==> src/rtl/inst_queue.sv <==
// Circular instruction buffer between the fetcher and the decoder. It issues
// the head entry in order once the ROB and the target unit (RS or LSB) have room.
module inst_queue #(
  parameter int DEPTH  = 16,
  parameter int ADDR_W = 4
) (
  input  logic        clk,
  input  logic        rst,
  input  logic        rdy,
  input  logic        iINF_en,
  input  logic [31:0] iINF_inst,
  input  logic [31:0] iINF_pc,
  input  logic        iINF_pd,
  output logic        oINF_full,
  input  logic        iROB_full,
  input  logic        iRS_full,
  input  logic        iLSB_full,
  input  logic        iJP_wrong,
  output logic        oDEC_en,
  output logic [31:0] oDEC_inst,
  output logic [31:0] oDEC_pc,
  output logic        oDEC_pd,
  output logic        oIQ_empty
);

  localparam logic [ADDR_W:0] FULL_CNT = (ADDR_W + 1)'(DEPTH);
  localparam logic [6:0]      OP_LOAD  = 7'b0000011;
  localparam logic [6:0]      OP_STORE = 7'b0100011;

  logic [64:0]       mem [DEPTH];
  logic [ADDR_W-1:0] head;
  logic [ADDR_W-1:0] tail;
  logic [ADDR_W:0]   count;

  logic [64:0]       head_entry;
  logic              head_is_mem;
  logic              unit_ok;
  logic              active;
  logic              pop;
  logic              push;

  assign head_entry  = mem[head];
  assign head_is_mem = (head_entry[6:0] == OP_LOAD) || (head_entry[6:0] == OP_STORE);
  assign oINF_full   = (count == FULL_CNT);
  assign oIQ_empty   = (count == '0);

  // Reset and flush both suppress any movement; rdy low freezes everything.
  always_comb begin
    active  = rdy && !iJP_wrong && !rst;
    unit_ok = head_is_mem ? !iLSB_full : !iRS_full;
    pop     = active && (count != '0) && !iROB_full && unit_ok;
    push    = active && iINF_en && ((count != FULL_CNT) || pop);
  end

  always_ff @(posedge clk) begin
    if (push) begin
      mem[tail] <= {iINF_pd, iINF_pc, iINF_inst};
    end
  end

  always_ff @(posedge clk) begin
    if (rst) begin
      head      <= '0;
      tail      <= '0;
      count     <= '0;
      oDEC_en   <= 1'b0;
      oDEC_inst <= '0;
      oDEC_pc   <= '0;
      oDEC_pd   <= 1'b0;
    end else if (iJP_wrong) begin
      head    <= '0;
      tail    <= '0;
      count   <= '0;
      oDEC_en <= 1'b0;
    end else if (rdy) begin
      if (push) begin
        tail <= tail + 1'b1;
      end
      if (pop) begin
        head <= head + 1'b1;
      end
      if (push && !pop) begin
        count <= count + 1'b1;
      end else if (pop && !push) begin
        count <= count - 1'b1;
      end
      oDEC_en <= pop;
      if (pop) begin
        oDEC_inst <= head_entry[31:0];
        oDEC_pc   <= head_entry[63:32];
        oDEC_pd   <= head_entry[64];
      end
    end
  end

endmodule

==> config.mk <==
export PLATFORM = sky130hd
export DESIGN_NAME = inst_queue
export DESIGN_NICKNAME = d
export VERILOG_FILES = /design/src/rtl/inst_queue.sv
export SDC_FILE = /design/constraint.sdc
export NUM_CORES = 1
export LEC_CHECK = 0
export ABC_CLOCK_PERIOD_IN_PS = 22100
export BUFFER_PORTS_ARGS = -buffer_cell sky130_fd_sc_hd__buf_2
export CAP_MARGIN = 20
export CORE_ASPECT_RATIO = 1.75
export CORE_MARGIN = 2
export CORE_UTILIZATION = 35
export CTS_BUF_LIST = sky130_fd_sc_hd__clkbuf_8
export CTS_CLUSTER_SIZE = 28
export DETAILED_ROUTE_END_ITERATION = 16
export PLACE_DENSITY_LB_ADDON = 0.12
export RECOVER_POWER = 50
export SYNTH_ARGS = -nofsm -noshare
export SYNTH_HDL_FRONTEND = slang
export SYNTH_SLANG_ARGS = --single-unit
==> constraint.sdc <==
create_clock -name clk -period 22.1 [get_ports clk]
set_clock_uncertainty 0.2 [all_clocks]
set_input_delay 2.21 -clock clk [delete_from_list [all_inputs] [get_ports clk]]
set_output_delay 2.21 -clock clk [all_outputs]
set_load 0.01 [all_outputs]
### Word-level counts from Yosys, hierarchy flattened

Memory sizes are Yosys's and may differ from the RTL's. A register that Yosys moved wholly into a read port is not among the register bits.
Index checks and enable logic that the tools add are counted.

| operators by class | value |
|---|---|
| reductions and logical operators | 26 |
| bitwise gates (word level) | 1 |
| $lt $le $gt $ge | 0 |
| equality and inequality tests | 4 |
| add/subtract/negate cells | 4 |
| shift-type cells | 0 |
| multiplexer cells | 7 |
| div/mod/pow operators | 0 |
| multiply operators | 0 |

Operator list:

| kind | number |
|---|---|
| 2-to-1 mux 5 bit | 2 |
| logical AND 1 bit | 9 |
| adder 4 x 1 -> 4 bit (second input constant) | 2 |
| 2-to-1 mux 4 bit | 2 |
| equality test 7 x 2 -> 1 bit (second input constant) | 1 |
| equality test 7 x 6 -> 1 bit (second input constant) | 1 |
| logical NOT 1 bit | 7 |
| AND reduction 2 bit | 3 |
| adder 5 x 1 -> 5 bit (second input constant) | 1 |
| equality test 5 bit (second input constant) | 1 |
| logical NOT 5 bit | 1 |
| != test 5 bit (second input constant) | 1 |
| nonzero test 5 bit | 1 |
| subtractor 5 x 1 -> 5 bit (second input constant) | 1 |
| 2-to-1 mux 1 bit | 3 |
| AND reduction 3 bit | 1 |
| logical OR 1 bit | 2 |
| nonzero test 2 bit | 1 |
| OR reduction 2 bit | 1 |
| NOT 1 bit | 1 |

| storage, ports and cells | value |
|---|---|
| memories kept | 1 |
| output and inout port bits | 68 |
| bits in latches | 0 |
| bits in writable memories | 1,040 |
| memory bits (read-only) | 0 |
| word-level logic and storage cells | 50 |
| bits of input ports | 73 |
| register bits | 79 |

Memory list:

| memory | words | width | read ports | clocked after Yosys merged registers in | write ports | line | RTL |
|---|---|---|---|---|---|---|---|
| mem | 16 | 65 | 1 | 1 | 1 | 30 | `logic [64:0] mem [DEPTH];` |

### Longest topological paths before layout

| logic depth | value |
|---|---|
| depth in word-level cells | 12 |
| depth in mapped cells | 20 |

### Least setup slack after synthesis

OpenSTA, ideal clock, no wires.

| timing | value |
|---|---|
| path type | input-to-reg |
| start point | in rdy |
| end point | mem mem[0][0], enable pin |
| cell stages on the path | 6 |
| required time | 21,251 ps |
| arrival | 9,343 ps |
| path slack | 11,908 ps |
| path buffers | 1 |
| cell sequence | inv_1 > nor3_1 > nand3_1 > o31a_1 > clkbuf_1 > nor4_1 |

| between the ends | value |
|---|---|
| word-level cells in the longest chain between the ends | 9 |

Ends and longest elaborated chain:

| element | line | RTL |
|---|---|---|
| from (decl) | 9 | `input logic rdy,` |
| logical AND 1 bit * (2 in a row) | 49 | `active = rdy && !iJP_wrong && !rst;` |
| logical AND 1 bit (3 in a row) | 51 | `pop = active && (count != '0) && !iROB_full && unit_ok;` |
| logical OR 1 bit | 52 | `push = active && iINF_en && ((count != FULL_CNT) \|\| pop);` |
| logical AND 1 bit * | 52 |  |
| 2-to-1 mux 1 bit * | 56 | `if (push) begin` |
| 2-to-1 mux 1 bit (implied by the code) * | 57 | `mem[tail] <= {iINF_pd, iINF_pc, iINF_inst};` |
| to (decl) | 30 |  |

Every way passes the cells marked *; elsewhere a longest branch is shown, timed or not.

==> qor.csv <==
stage,metric,value,unit
global_route,global route overflow,0,
yosys,Post-Syn Area,0.0423,mm^2
yosys,mux share of post-synthesis cell area,18.7,%
finish,share of cells above drive strength 1,27.8,%
timing,RSZ-0062 raised after global routing,false,
floorplanning,# IOs,141,
timing,Max Slew Vio Count,85,
floorplanning,Core ar.,0.120,mm^2
cts,CTS Hold Bufs,0,
yosys,synthesized area per cell,23.5,um^2
power_and_ir_drop,Net Sw Frac,21.1,%
yosys,Post-Synth Simple-Gate Area,1.48,%
yosys,Synth Area in Compound Gates,0.415,%
finish,fillcell total,10703,
timing,Final Hold Fails,0,
placed_design,Placed Area,0.0449,mm^2
power_and_ir_drop,Cell Int Power,3120,uW
finish,non-filler cells in the finished layout,3729,
placed_design,GP Congestion,0.717,
finish,fin util,40.0,%
floorplanning,Initial Utilization,35.3,%
timing,"Setup violations, final",0,
global_route,vias in the first global route,21106,
cts,post_cts resized,0,
cts,CTS sink count,1123,
critical_path,worst-path fanout max,44,
run_status,status,finished with violations,
yosys,Syn Nets,1882,
placed_design,Cells after DPL,3418,
drt,Initial DRC Count,1181,
yosys,post-synthesis sequential area ratio,77.8,%
drt,Residual DRC,0,
yosys,main combinational cell family by area after synthesis,multiplexers,
timing,min Tclk post-route,11.11,ns
cts,Setup Buffers After CTS,0,
global_route,gr usage total,16.3,%
placed_design,dpl hpwl,53700,um
cts,clk slew on worst S/H paths,0.06,ns
drt,DRT Pass-1 Iters,5,
cts,CTS tree,built,
drt,antenna-violating nets left,0,
critical_path,Worst EP arrival,11.34,ns
timing,f_max,90.0,MHz
hold_path,hold crit path type,flop to flop,
yosys,Synth Area in XOR/XNOR,0.166,%
finish,"commonest non-fill, non-tap cell in the layout",edfxtp_1,
finish,# nets final,2140,
critical_path,Worst EP required,22.33,ns
power_and_ir_drop,Net Switching,837,uW
timing,"Worst Setup Slack, final",10.99,ns
yosys,Unique masters post-synth,44,
drt,wire per inst,26.5,um
finish,most frequent cells in the layout,"1040 x edfxtp_1, 319 x mux4_2, 188 x clkbuf_8",
cts,H-tree depth,4,
power_and_ir_drop,clock network power share,40.1,%
drt,DR vias/cell,5.14,
cts,Root Driver,clkbuf_8,
placed_design,pre-CTS WS,15.29,ns
floorplanning,DIE AREA,0.124,mm^2
yosys,Synth Instances,1799,
power_and_ir_drop,P per Cell Area,82.7,mW/mm^2
power_and_ir_drop,peak supply drop,0.0458,mV
power_and_ir_drop,logic gate share of total power,1.3,%
timing,final setup TNS,0,ns
floorplanning,die height,464,um
cts,clock buffer count from CTS,166,
timing,relative slew slack,-143,%
power_and_ir_drop,Seq pwr share,58.7,%
global_route,initial antenna violation count,9,
yosys,Seq cells post-synth,1123,
global_route,largest net degree at the start of global routing,141,
cts,"Clk Latency, worst-skew pair",0.83,ns
placed_design,port bufs,140,
drt,routed wire length,98800,um
finish,design area,0.0479,mm^2
critical_path,CP endpoint kind,flop,
run_status,failing checks,"max-capacitance violations, max-slew violations",
yosys,yosys warns,0,
timing,Least-Margin Pin Slew,3.64,ns
power_and_ir_drop,Leak,0.0144,uW
finish,synthesis-to-layout area growth,13.4,%
timing,Final period util,50.3,%
yosys,Adder-Cell Fraction of Synth Area,0.314,%
flow_run,Max Cap Viol,2,
critical_path,CP Launch Type,flop,
floorplanning,Rows,168,
cts,Longest Clk Path Bufs,3,
drt,Vias,19169,
floorplanning,die width,267,um
critical_path,CP Class,flop to flop,
global_route,global-route wire length before repair,146000,um
-- logic make-up (layout without fill, tap and decap cells) --
family | count (synthesis) | after routing
xor gates and xnor gates | 8 | 8
AOI/OAI and AO/OA | 25 | 25
muxes | 390 | 390
adders and majority gates | 10 | 10
other | 0 | 1
DFF | 1123 | 1123
buffers and inverters | 105 | 504
and+or+nand+nor | 138 | 138
-- flip-flops by register name, indices dropped and copies added, names as in the netlist, named ones only --
signal	count
count	5
head	4
mem	1040
oDEC_en	1
oDEC_inst	32
oDEC_pc	32
oDEC_pd	1
tail	4
-- critical path, stage by stage (launching register included) --
cell and delay [ns]:
dfxtp_1 1.19, clkbuf_1 2.56, clkbuf_1 2.72, mux4_2 0.76, mux2i_1 0.20, and3_1 0.18, o211ai_1 0.25, o21a_1 0.37
o31a_1 0.52, inv_2 0.18, and3_1 0.28, and2_4 0.42, buf_4 0.73
-- metal layers --
layer / wire length (um) / up-vias / global-route usage, %
met5: 89 / - / 0
met4: 1910 / 14 / 4.21
met3: 4350 / 163 / 3.59
met2: 51200 / 435 / 28.1
met1: 41200 / 10419 / 20.8
li1: - / 8138 / -
-- area by class of cell --
type	instances	area [um^2]	area share [%]
clock inverters	121	544	1.14
repair buffers	181	930	1.94
clock buffers	188	2590	5.40
flip-flops and latches	1123	32900	68.7
inverters	14	52.6	0.110
well taps	1530	1910	3.99
diodes	1	2.50	0.00522
multi-input cells	571	8990	18.8
-- per-stage QoR --
step / total power (uW) / hold slack [ns]
6_report: 3960 / 0.294
5_1_grt: 4110 / 0.312
4_1_cts: 4030 / 0.292
3_5_place_dp: 2420 / 0.276
3_3_place_gp: 2420 / 0.273
2_1_floorplan: 2380 / 0.285
-- cell usage after synthesis (all sizes together) --
master / number / area, um^2
or2: 1 / 6.26
mux2i: 69 / 691
a21oi: 7 / 35.0
edfxtp: 1040 / 31200
nand2: 10 / 37.5
ha: 9 / 113
o211ai: 1 / 7.51
and3: 3 / 18.8
xor2: 1 / 8.76
and2: 4 / 25.0
nand2b: 1 / 6.26
nor2b: 3 / 18.8
nor4: 9 / 56.3
nand4: 2 / 12.5
inv: 14 / 52.6
xnor2: 7 / 61.3
a21o: 3 / 22.5
clkbuf: 63 / 236
o31ai: 2 / 28.8
o31a: 1 / 8.76
mux2: 2 / 22.5
nor3: 5 / 41.3
a211oi: 1 / 7.51
o21ai: 4 / 20.0
o22ai: 1 / 6.26
a22oi: 4 / 30.0
nor2: 85 / 319
buf: 28 / 170
dfxtp: 83 / 1660
nor3b: 1 / 7.51
or3: 1 / 6.26
or3b: 1 / 8.76
o21a: 1 / 8.76
fa: 1 / 20.0
mux4: 319 / 7180
nand3: 12 / 60.1
-- power groups by stage --
stage / combinational (uW) / clock (uW) / sequential [uW]
after global routing: 57.4 / 1730 / 2320
after global placement: 51.5 / 0 / 2370
after CTS: 54.7 / 1650 / 2320
final: 51.1 / 1590 / 2320
after detailed placement: 54.7 / 0 / 2370
after floorplan: 13.4 / 0 / 2370
-- path summary, 6_finish.rpt --
kind,start,end,slack (ns),depth (start not counted)
worst min register to register,oDEC_pc[21],oDEC_pc[21],0.29,2
worst min-delay path,oDEC_pc[21],oDEC_pc[21],0.29,2
worst max-delay path,flop,mem[10][49],10.99,12
worst max register to register,flop,mem[10][49],10.99,12
Power figures use the tool's default switching activity.
